==> config.mk <==
export PLATFORM = sky130hd
export DESIGN_NAME = eth_frame_rx
export DESIGN_NICKNAME = d
export VERILOG_FILES = /design/src/rtl/eth_pkg.sv /design/src/rtl/eth_crc32_chk.sv /design/src/rtl/eth_frame_rx.sv
export SDC_FILE = /design/constraint.sdc
export NUM_CORES = 1
export LEC_CHECK = 0
export CAP_MARGIN = 20
export CORE_MARGIN = 1
export CORE_UTILIZATION = 35
export CTS_CLUSTER_DIAMETER = 100
export DETAILED_ROUTE_END_ITERATION = 6
export PLACE_DENSITY_LB_ADDON = 0.25
export SLEW_MARGIN = 20
export SYNTH_ARGS = -nofsm -noshare
export SYNTH_HDL_FRONTEND = slang
export SYNTH_SLANG_ARGS = --single-unit
==> constraint.sdc <==
create_clock -name s_axis_aclk -period 3.12 [get_ports s_axis_aclk]
set_input_delay 0.468 -clock s_axis_aclk [delete_from_list [all_inputs] [get_ports s_axis_aclk]]
set_output_delay 0.468 -clock s_axis_aclk [all_outputs]
set_load 0.1 [all_outputs]
==> src/rtl/eth_pkg.sv <==
// Shared Ethernet definitions: framer states, wire constants and the byte-wide CRC-32 step
// used by both the receive and transmit paths.
package eth_pkg;

    typedef enum logic [2:0] {
        ST_IDLE,
        ST_PREA,
        ST_HEAD,
        ST_DATA,
        ST_DROP
    } eth_state_t;

    localparam logic [7:0]  PREAMBLE   = 8'h55;
    localparam logic [7:0]  SFD        = 8'hD5;
    localparam logic [47:0] BCAST_MAC  = 48'hFFFF_FFFF_FFFF;
    localparam logic [31:0] CRC32_INIT = 32'hFFFF_FFFF;
    localparam logic [31:0] CRC32_POLY = 32'h04C1_1DB7;

    // Non-reflected register fed LSB-first, which is the reflected-input form of the CRC.
    function automatic logic [31:0] crc32_d8(input logic [31:0] crc, input logic [7:0] d);
        logic [31:0] c;
        c = crc;
        for (int i = 0; i < 8; i++) begin
            if (c[31] ^ d[i]) c = {c[30:0], 1'b0} ^ CRC32_POLY;
            else              c = {c[30:0], 1'b0};
        end
        return c;
    endfunction

    // Reflect and invert; the byte sent first on the wire lands in [31:24].
    function automatic logic [31:0] crc32_final(input logic [31:0] crc);
        logic [31:0] r;
        for (int i = 0; i < 32; i++) r[i] = ~crc[31-i];
        return {r[7:0], r[15:8], r[23:16], r[31:24]};
    endfunction

endpackage

==> src/rtl/eth_crc32_chk.sv <==
// Byte-wide Ethernet CRC-32 accumulator with reload, enable and a compare against the received FCS.
module eth_crc32_chk
    import eth_pkg::*;
(
    input  logic        clk,
    input  logic        rst_n,
    input  logic        load,
    input  logic        en,
    input  logic [7:0]  data,
    input  logic [31:0] fcs,
    output logic        crc_ok
);

    logic [31:0] crc;

    always_ff @(posedge clk or negedge rst_n) begin
        if (!rst_n)    crc <= CRC32_INIT;
        else if (load) crc <= CRC32_INIT;
        else if (en)   crc <= crc32_d8(crc, data);
    end

    assign crc_ok = (crc32_final(crc) == fcs);

endmodule

==> src/rtl/eth_frame_rx.sv <==
// Receive framer: strips preamble/SFD/header/FCS, filters on destination MAC and streams the payload.
// A 4-byte window delays every post-SFD byte so the FCS never reaches the header, CRC or payload path.
module eth_frame_rx
    import eth_pkg::*;
#(
    parameter int PRE_MIN     = 7,
    parameter int MAX_PAYLOAD = 1500
) (
    input  logic        s_axis_aclk,
    input  logic        s_axis_aresetn,
    input  logic [7:0]  rx_tdata,
    input  logic        rx_tvalid,
    input  logic [47:0] local_mac,
    input  logic        promisc,
    output logic [7:0]  m_axis_tdata,
    output logic        m_axis_tvalid,
    output logic        m_axis_tlast,
    output logic        m_axis_tuser,
    output logic [47:0] dst_mac,
    output logic [47:0] src_mac,
    output logic [15:0] eth_type,
    output logic        hdr_valid,
    output logic        frame_ok,
    output logic        frame_err
);

    localparam logic [3:0]  PRE_MIN_C = 4'(PRE_MIN);
    localparam logic [10:0] MAX_C     = 11'(MAX_PAYLOAD);

    eth_state_t        state, state_n;
    logic              idle_seen;
    logic [3:0]        pre_cnt;
    logic [3:0][7:0]   win;
    logic [2:0]        win_cnt;
    logic [3:0]        hdr_cnt;
    logic [7:0]        hold;
    logic              hold_v;
    logic [10:0]       pay_cnt;
    logic              drop_err;

    logic              shift, leave, mac_ok, crc_ok, bad;
    logic [47:0]       dst_next;
    logic              sfd_hit, hdr_done, pre_bad, cut, fr_end, drop_end;

    assign shift    = rx_tvalid && (state == ST_HEAD || state == ST_DATA);
    assign leave    = shift && (win_cnt == 3'd4);
    assign dst_next = {dst_mac[39:0], win[3]};
    assign mac_ok   = promisc || (dst_next == local_mac) || (dst_next == BCAST_MAC);
    assign bad      = !crc_ok || (pay_cnt > MAX_C);

    eth_crc32_chk u_crc (
        .clk    (s_axis_aclk),
        .rst_n  (s_axis_aresetn),
        .load   (sfd_hit),
        .en     (leave),
        .data   (win[3]),
        .fcs    (win),
        .crc_ok (crc_ok)
    );

    always_ff @(posedge s_axis_aclk or negedge s_axis_aresetn) begin
        if (!s_axis_aresetn) state <= ST_IDLE;
        else                 state <= state_n;
    end

    always_comb begin
        state_n  = state;
        sfd_hit  = 1'b0;
        hdr_done = 1'b0;
        pre_bad  = 1'b0;
        cut      = 1'b0;
        fr_end   = 1'b0;
        drop_end = 1'b0;
        case (state)
            ST_IDLE: begin
                // idle_seen gates out a frame already in flight when reset was released
                if (rx_tvalid && idle_seen) begin
                    if (rx_tdata == PREAMBLE) state_n = ST_PREA;
                    else begin
                        state_n = ST_DROP;
                        pre_bad = 1'b1;
                    end
                end
            end
            ST_PREA: begin
                if (!rx_tvalid) begin
                    state_n = ST_IDLE;
                    cut     = 1'b1;
                end else if (rx_tdata == PREAMBLE) begin
                    state_n = ST_PREA;
                end else if (rx_tdata == SFD && pre_cnt >= PRE_MIN_C) begin
                    state_n = ST_HEAD;
                    sfd_hit = 1'b1;
                end else begin
                    state_n = ST_DROP;
                    pre_bad = 1'b1;
                end
            end
            ST_HEAD: begin
                if (!rx_tvalid) begin
                    state_n = ST_IDLE;
                    cut     = 1'b1;
                end else if (leave && hdr_cnt == 4'd5 && !mac_ok) begin
                    state_n = ST_DROP;
                end else if (leave && hdr_cnt == 4'd13) begin
                    state_n  = ST_DATA;
                    hdr_done = 1'b1;
                end
            end
            ST_DATA: begin
                if (!rx_tvalid) begin
                    state_n = ST_IDLE;
                    fr_end  = 1'b1;
                end
            end
            ST_DROP: begin
                if (!rx_tvalid) begin
                    state_n  = ST_IDLE;
                    drop_end = 1'b1;
                end
            end
            default: state_n = ST_IDLE;
        endcase
    end

    always_ff @(posedge s_axis_aclk or negedge s_axis_aresetn) begin
        if (!s_axis_aresetn) begin
            idle_seen     <= 1'b0;
            pre_cnt       <= '0;
            win           <= '0;
            win_cnt       <= '0;
            hdr_cnt       <= '0;
            hold          <= '0;
            hold_v        <= 1'b0;
            pay_cnt       <= '0;
            drop_err      <= 1'b0;
            dst_mac       <= '0;
            src_mac       <= '0;
            eth_type      <= '0;
            m_axis_tdata  <= '0;
            m_axis_tvalid <= 1'b0;
            m_axis_tlast  <= 1'b0;
            m_axis_tuser  <= 1'b0;
            hdr_valid     <= 1'b0;
            frame_ok      <= 1'b0;
            frame_err     <= 1'b0;
        end else begin
            m_axis_tvalid <= 1'b0;
            m_axis_tlast  <= 1'b0;
            m_axis_tuser  <= 1'b0;
            hdr_valid     <= 1'b0;
            frame_ok      <= 1'b0;
            frame_err     <= 1'b0;
            idle_seen     <= !rx_tvalid;

            // The byte that moves IDLE->PREA is the first preamble byte
            if (state == ST_IDLE)
                pre_cnt <= 4'd1;
            else if (state == ST_PREA && rx_tvalid && rx_tdata == PREAMBLE && pre_cnt != 4'hF)
                pre_cnt <= pre_cnt + 4'd1;

            if (shift) begin
                win <= {win[2:0], rx_tdata};
                if (win_cnt != 3'd4) win_cnt <= win_cnt + 3'd1;
            end

            if (sfd_hit) begin
                win_cnt  <= '0;
                hdr_cnt  <= '0;
                hold_v   <= 1'b0;
                pay_cnt  <= '0;
                drop_err <= 1'b0;
            end
            if (pre_bad) drop_err <= 1'b1;

            if (leave && state == ST_HEAD) begin
                hdr_cnt <= hdr_cnt + 4'd1;
                if (hdr_cnt < 4'd6)       dst_mac  <= dst_next;
                else if (hdr_cnt < 4'd12) src_mac  <= {src_mac[39:0], win[3]};
                else                      eth_type <= {eth_type[7:0], win[3]};
            end

            // The held byte only goes out once we know it is not the last one
            if (leave && state == ST_DATA) begin
                hold   <= win[3];
                hold_v <= 1'b1;
                if (pay_cnt != 11'h7FF) pay_cnt <= pay_cnt + 11'd1;
                if (hold_v) begin
                    m_axis_tdata  <= hold;
                    m_axis_tvalid <= 1'b1;
                end
            end

            if (hdr_done) hdr_valid <= 1'b1;

            if (fr_end) begin
                hold_v  <= 1'b0;
                pay_cnt <= '0;
                if (hold_v) begin
                    m_axis_tdata  <= hold;
                    m_axis_tvalid <= 1'b1;
                    m_axis_tlast  <= 1'b1;
                    m_axis_tuser  <= bad;
                    frame_ok      <= !bad;
                    frame_err     <= bad;
                end else begin
                    frame_err <= 1'b1;
                end
            end

            if (cut || (drop_end && drop_err)) frame_err <= 1'b1;
        end
    end

endmodule
==> flow_summary.yaml, run 1 <==
run_status:
  outcome: "finished clean"
critical_path:
  timing.critical_path.arrival_ps: 2780
  path_max_fanout: 7
  worstPathRequired_ps: 3510
  setup.worst_path.start_class: "register"
  endpoint_kind: "register"
  path_class: "register to register"
  r2r_cells: 7
global_routing:
  grt_max_degree: 87
  grt_overflow: 0
  grt_pass1_wl_mm: 44.6
  antenna_found_initial: 0
  first_global_vias: 7626
  grt_use_total: 0.171
sta:
  tns_ps: 0
  rsz0062_at_grt: "no"
  clock-skew-final_ps: 12.6
  holdWs_ps: 479
  slew_headroom: 0.360
  drv_slew: 0
  fin_crit_ps: 2400
  tightestPinTransition_ps: 952
  fmax_mhz: 417
  timing.final.hold_violations: 0
  period_share: 0.768
  setup_viol: 0
power_and_ir_drop:
  power.density_nw_per_um2: 839
  irDropWorstVdd_uv: 506
  total_leakage_power_nw: 6.71
logic_synthesis:
  synth_fp_nets: 1053
  yosys-top-cells-area: "dfrtp_1 44%, mux2_2 12%, dfstp_2 7.6%, xor2_1 7.5%, nand2_1 5.0%"
  synth_ff_type: "dfrtp_1"
  synth_area_um2: 11100
  async_flop_share: 1.00
  synth_top_area_cell: "dfrtp_1"
  ys_seq_elements: 226
  avgSynthCellArea_um2: 11.3
  synthCells: 983
  synth.top_cell.area_share: 0.436
  yosysWarnings: 0
  synth_edf_count: 0
  ys_seq_area_frac: 0.512
  synth_cell_types: 55
route:
  drtIter0Drc: 389
  routed_wl_mm: 27.7
  num_vias: 7649
  wl_per_cell_um: 17.8
  final_antenna_net_count: 0
  dr.pass1.iters: 4
  vias_per_cell: 4.92
  drc_errors: 0
floorplanning:
  initial_core_util: 0.360
  die_x_um: 180
  die_y_um: 180
  fp-row-count: 64
  die_area_um2: 32500
  core-area_um2: 30900
  io_pins: 186
place:
  dpl.cell_count: 1509
  placed_area_um2: 12900
  io_buffer_count: 185
  globalplace.congestion: 0.826
  dp_hpwl_mm: 19.7
cells_and_area:
  stdcell_area_um2: 13800
  drive_gt1_frac: 0.322
  final_common_cell: "dfrtp_1"
  nNetsFinal: 1212
  area_delta_synth_final_pct: 23.9
  final_cell_mix: "194 x dfrtp_1, 154 x buf_4, 148 x nand2_1, 121 x mux2_2, 95 x xor2_1"
  stdcell_count: 1554
  diodes: 0
clock_tree:
  clkLatencyLatePin_ps: 520
  cts_buffers: 26
  cts-root-buf: "clkbuf_16"
  cts_setup_buffers: 0
  clkTransAtPathRegs_ps: 60
  cts.sinks: 226
  cts_tree: "yes"
  htreeDepth: 1
  ctsLongestPathBuffers: 3
hold_path:
  hp-class: "register to register"
  hold_depth: 2
run:
  drv_cap: 0
-- registers in the layout, summed over array words and instances (netlist names), 3 cells and up, named ones only --
signal     flops
u_crc.crc     32
pay_cnt       11
pre_cnt        4
state          3
dst_mac       48
win           24
dst_next       8
src_mac       48
eth_type      16
hold           8
hdr_cnt        4
win_cnt        3
-- final timing paths --
kind | startpoint | end | slack [ps]
worst max-delay path | dst_next[2] | frame_err | 720
worst min-delay path | hold[5] | hold[5] | 480
worst max register to register | dst_next[2] | frame_err | 720
worst min register to register | hold[5] | hold[5] | 480
max in group asynchronous | s_axis_aresetn | u_crc.crc[2] | 1660
min in group asynchronous | s_axis_aresetn | dst_mac[15] | 530
-- synthesized netlist by cell type, drive strengths merged, types with 8 or more instances --
master and number:
buf 68, nand2 148, dfrtp 194, ha 10, inv 15, o21ai 28
dfstp 32, nor4 19, mux2 121, nor3 30, a21oi 34, nor2 20
nand3 19, and3 8, xor2 97, clkbuf 19, xnor2 54, nand4 24
-- layer usage --
layer	vias to the layer above	track usage	wire length, um
met2	195	0.270	12600
met4	0	0.0410	482
met5	-	0	0
met1	3780	0.246	13200
li1	3638	-	-
met3	36	0.0285	1390
-- final cells by class --
class	instances	area, um2
repair buffers	218	1840
fillers	2903	17100
flip-flops and latches	226	5700
inverters	15	56.3
multi-input cells	655	4850
clock inverters	7	85.1
clock buffers	37	763
well taps	396	495
-- per-stage QoR --
stage	util	total power [mW]	worst slack (ps)
floorplan	-	7.46	1050
global placement	0.418	8.55	391
detailed placement	0.418	8.59	350
CTS	0.446	11.7	636
global route	0.446	12.3	592
finish	0.446	11.6	724
-- where the power goes --
part / internal [mW] / total (mW) / switching (mW)
sequential: 3.51 / 4.12 / 0.612
clock: 1.85 / 3.02 / 1.17
combinational: 1.99 / 4.42 / 2.43
-- kinds of logic after synthesis --
logic type,synth area share
compound gates,0.0419
xor+xnor,0.132
fa+ha+maj,0.0112
buf+inv,0.0535
flops,0.512
mux,0.123
simple gates,0.126
-- what timing repair did --
item / 4_1_cts / 5_1_grt
setup endpoints to repair: 0 / 0
hold buffers: 1 / 0
endpoints found under the hold margin: 45 / 0
gates resized for setup: 0 / 0
-- worst max-delay path: stages, from the launching register on --
cell     delay [ps]
dfrtp_1         630
xor2_4          370
ha_1            220
nand4_1         130
nor4_1          300
nand4_1         260
o21ai_0         240
a21oi_1         120
(Power assumes the default switching activity.)
==> inputs of run 2 (changes only) <==
- clock period: 3.12 -> 2.5 ns (I/O delays scaled with it)
==> run 2 against run 1 <==
  * Critical path depth is the same
  * Hold slack got worse by 74 ps
  * Combinational power grew 31%
  * Final area is 3.2% higher
  * Routed wire length is 1.0% higher
  * Flip-flop and latch count is the same
  * Sequential share of layout area down 1.3 points
  * Total power grew 25%
  * Largest power group unchanged
==> flow_summary.yaml, run 2 (same netlist as run 1, synthesis figures left out) <==
power_and_ir_drop:
  power_frac_comb: 0.402
  power_frac_clock: 0.246
  irDropWorstVdd_uv: 672
  seqPwrFrac: 0.352
  power.density_nw_per_um2: 1020
  power_switching_share: 0.364
  switchingPower_mw: 5.26
  internal_power_mw: 9.20
  total_leakage_power_nw: 6.98
sta:
  worst_slack_ps: 183
  tightestPinTransition_ps: 646
  setup_viol: 0
  fin_crit_ps: 2320
  fmax_mhz: 432
  period_share: 0.927
  rsz0062_at_grt: "no"
  timing.final.hold_violations: 0
  clock-skew-final_ps: 11.6
  slew_headroom: 0.567
  holdWs_ps: 405
  drv_slew: 0
hold_path:
  hp-class: "primary input to async pin"
route:
  dr.pass1.iters: 7
  drtIter0Drc: 451
  num_vias: 7756
  routed_wl_mm: 27.9
  final_antenna_net_count: 0
  drc_errors: 0
  vias_per_cell: 4.83
  wl_per_cell_um: 17.4
critical_path:
  worstPathRequired_ps: 2910
  timing.rr.end: "state[0]"
  cp_slowest_cell: "nor4_1"
  r2r_cells: 7
  r2r_slack_ps: 180
  path_class: "register to register"
  path_cells: "xor2_1 -> nor4_1 -> nand4_1 -> o311ai_1 -> buf_4 -> nand2b_1 -> a311oi_1"
  cpPeakStageDelay_ps: 490
  crit_family: "compound AO/OA/AOI/OAI gates"
  path_max_fanout: 5
  setup.worst_path.start_class: "register"
  endpoint_kind: "register"
  r2r_start: "dst_mac[35]"
  timing.critical_path.arrival_ps: 2730
  path_buf_inv: 1
place:
  io_buffer_count: 185
  globalplace.congestion: 0.807
  dpl.cell_count: 1562
  placed_area_um2: 13400
  dp_hpwl_mm: 20.5
  pre_cts_ws_ps: -275
clock_tree:
  cts.sinks: 226
  ctsLongestPathBuffers: 3
  cts_tree: "yes"
  cts_buffers: 25
  clkLatencyLatePin_ps: 510
  htreeDepth: 1
  cts-root-buf: "clkbuf_16"
  cts_setup_buffers: 0
  clkTransAtPathRegs_ps: 60
floorplanning:
  initial_core_util: 0.360
  die_x_um: 180
  fp-row-count: 64
  die_area_um2: 32500
  die_y_um: 180
  io_pins: 186
  core-area_um2: 30900
cells_and_area:
  stdcell_count: 1607
  stdcell_area_um2: 14200
  reg_top3: "dst_mac x48, src_mac x48, u_crc.crc x32"
  final_cell_mix: "200 x buf_4, 194 x dfrtp_1, 148 x nand2_1, 121 x mux2_2, 95 x xor2_1"
  final_common_cell: "buf_4"
  nNetsFinal: 1264
  diodes: 0
  area_delta_synth_final_pct: 27.8
  drive_gt1_frac: 0.353
global_routing:
  grt_pass1_wl_mm: 44.8
  first_global_vias: 7855
  grt_use_total: 0.172
  antenna_found_initial: 0
  grt_max_degree: 70
  grt_overflow: 0
run:
  drv_cap: 0
run_status:
  outcome: "finished clean"
## run 2: layout make-up
cell class | instances | area (um2)
Fill cell | 2892 | 16700
Sequential cell | 226 | 5700
Multi-Input combinational cell | 655 | 4850
Timing Repair Buffer | 271 | 2330
Clock buffer | 35 | 723
Tap cell | 396 | 495
Clock inverter | 9 | 76.3
Inverter | 15 | 56.3
## run 2: power groups by stage
| stage | registers, mW | logic [mW] | clock network [mW] |
|---|---|---|---|
| after floorplan | 4.95 | 4.36 | 0 |
| after global placement | 5.14 | 5.80 | 0 |
| after detailed placement | 5.15 | 5.82 | 0 |
| after CTS | 5.09 | 5.88 | 3.67 |
| after global routing | 5.16 | 6.40 | 3.80 |
| final | 5.09 | 5.81 | 3.56 |
## run 2: what timing repair did
action,in CTS,in global routing
gates resized for setup,0,1
hold buffers,1,0
hold endpoints to repair,63,0
setup endpoints to repair,0,1
## run 2: worst max-delay path by stage
stage / depth (start not counted) / slack, ps / start / to
6_report: 7 / 180 / dst_mac[35] / state[0]
4_1_cts: 7 / 40 / dst_next[0] / state[0]
2_1_floorplan: 8 / 460 / state[2] / src_mac[28]
3_5_place_dp: 8 / -280 / local_mac[44] / state[0]
5_1_grt: 8 / 40 / state[1] / pay_cnt[5]
3_3_place_gp: 8 / -330 / local_mac[44] / state[0]
## run 2: per-layer routing
metal | up-vias | track usage | part of all wire
li1 | 3715 | - | -
met1 | 3800 | 0.241 | 0.47
met2 | 206 | 0.279 | 0.47
met3 | 35 | 0.0269 | 0.048
met4 | 0 | 0.0397 | 0.016
met5 | - | 0 | 0
## run 2: worst reg2reg max path, cell delays in order, from the launching register on
cell      delay [ps]
dfrtp_1          440
xor2_1           170
nor4_1           490
nand4_1          140
o311ai_1         450
buf_4            200
nand2b_1          70
a311oi_1         260
## run 2: through the flow
stage / TNS [ps] / util / total power [mW]
after CTS: 0 / 0.460 / 14.6
after global routing: 0 / 0.460 / 15.4
after detailed placement: -4070 / 0.434 / 11.0
after global placement: -3230 / 0.434 / 10.9
after floorplan: 0 / - / 9.31
final: 0 / 0.460 / 14.5
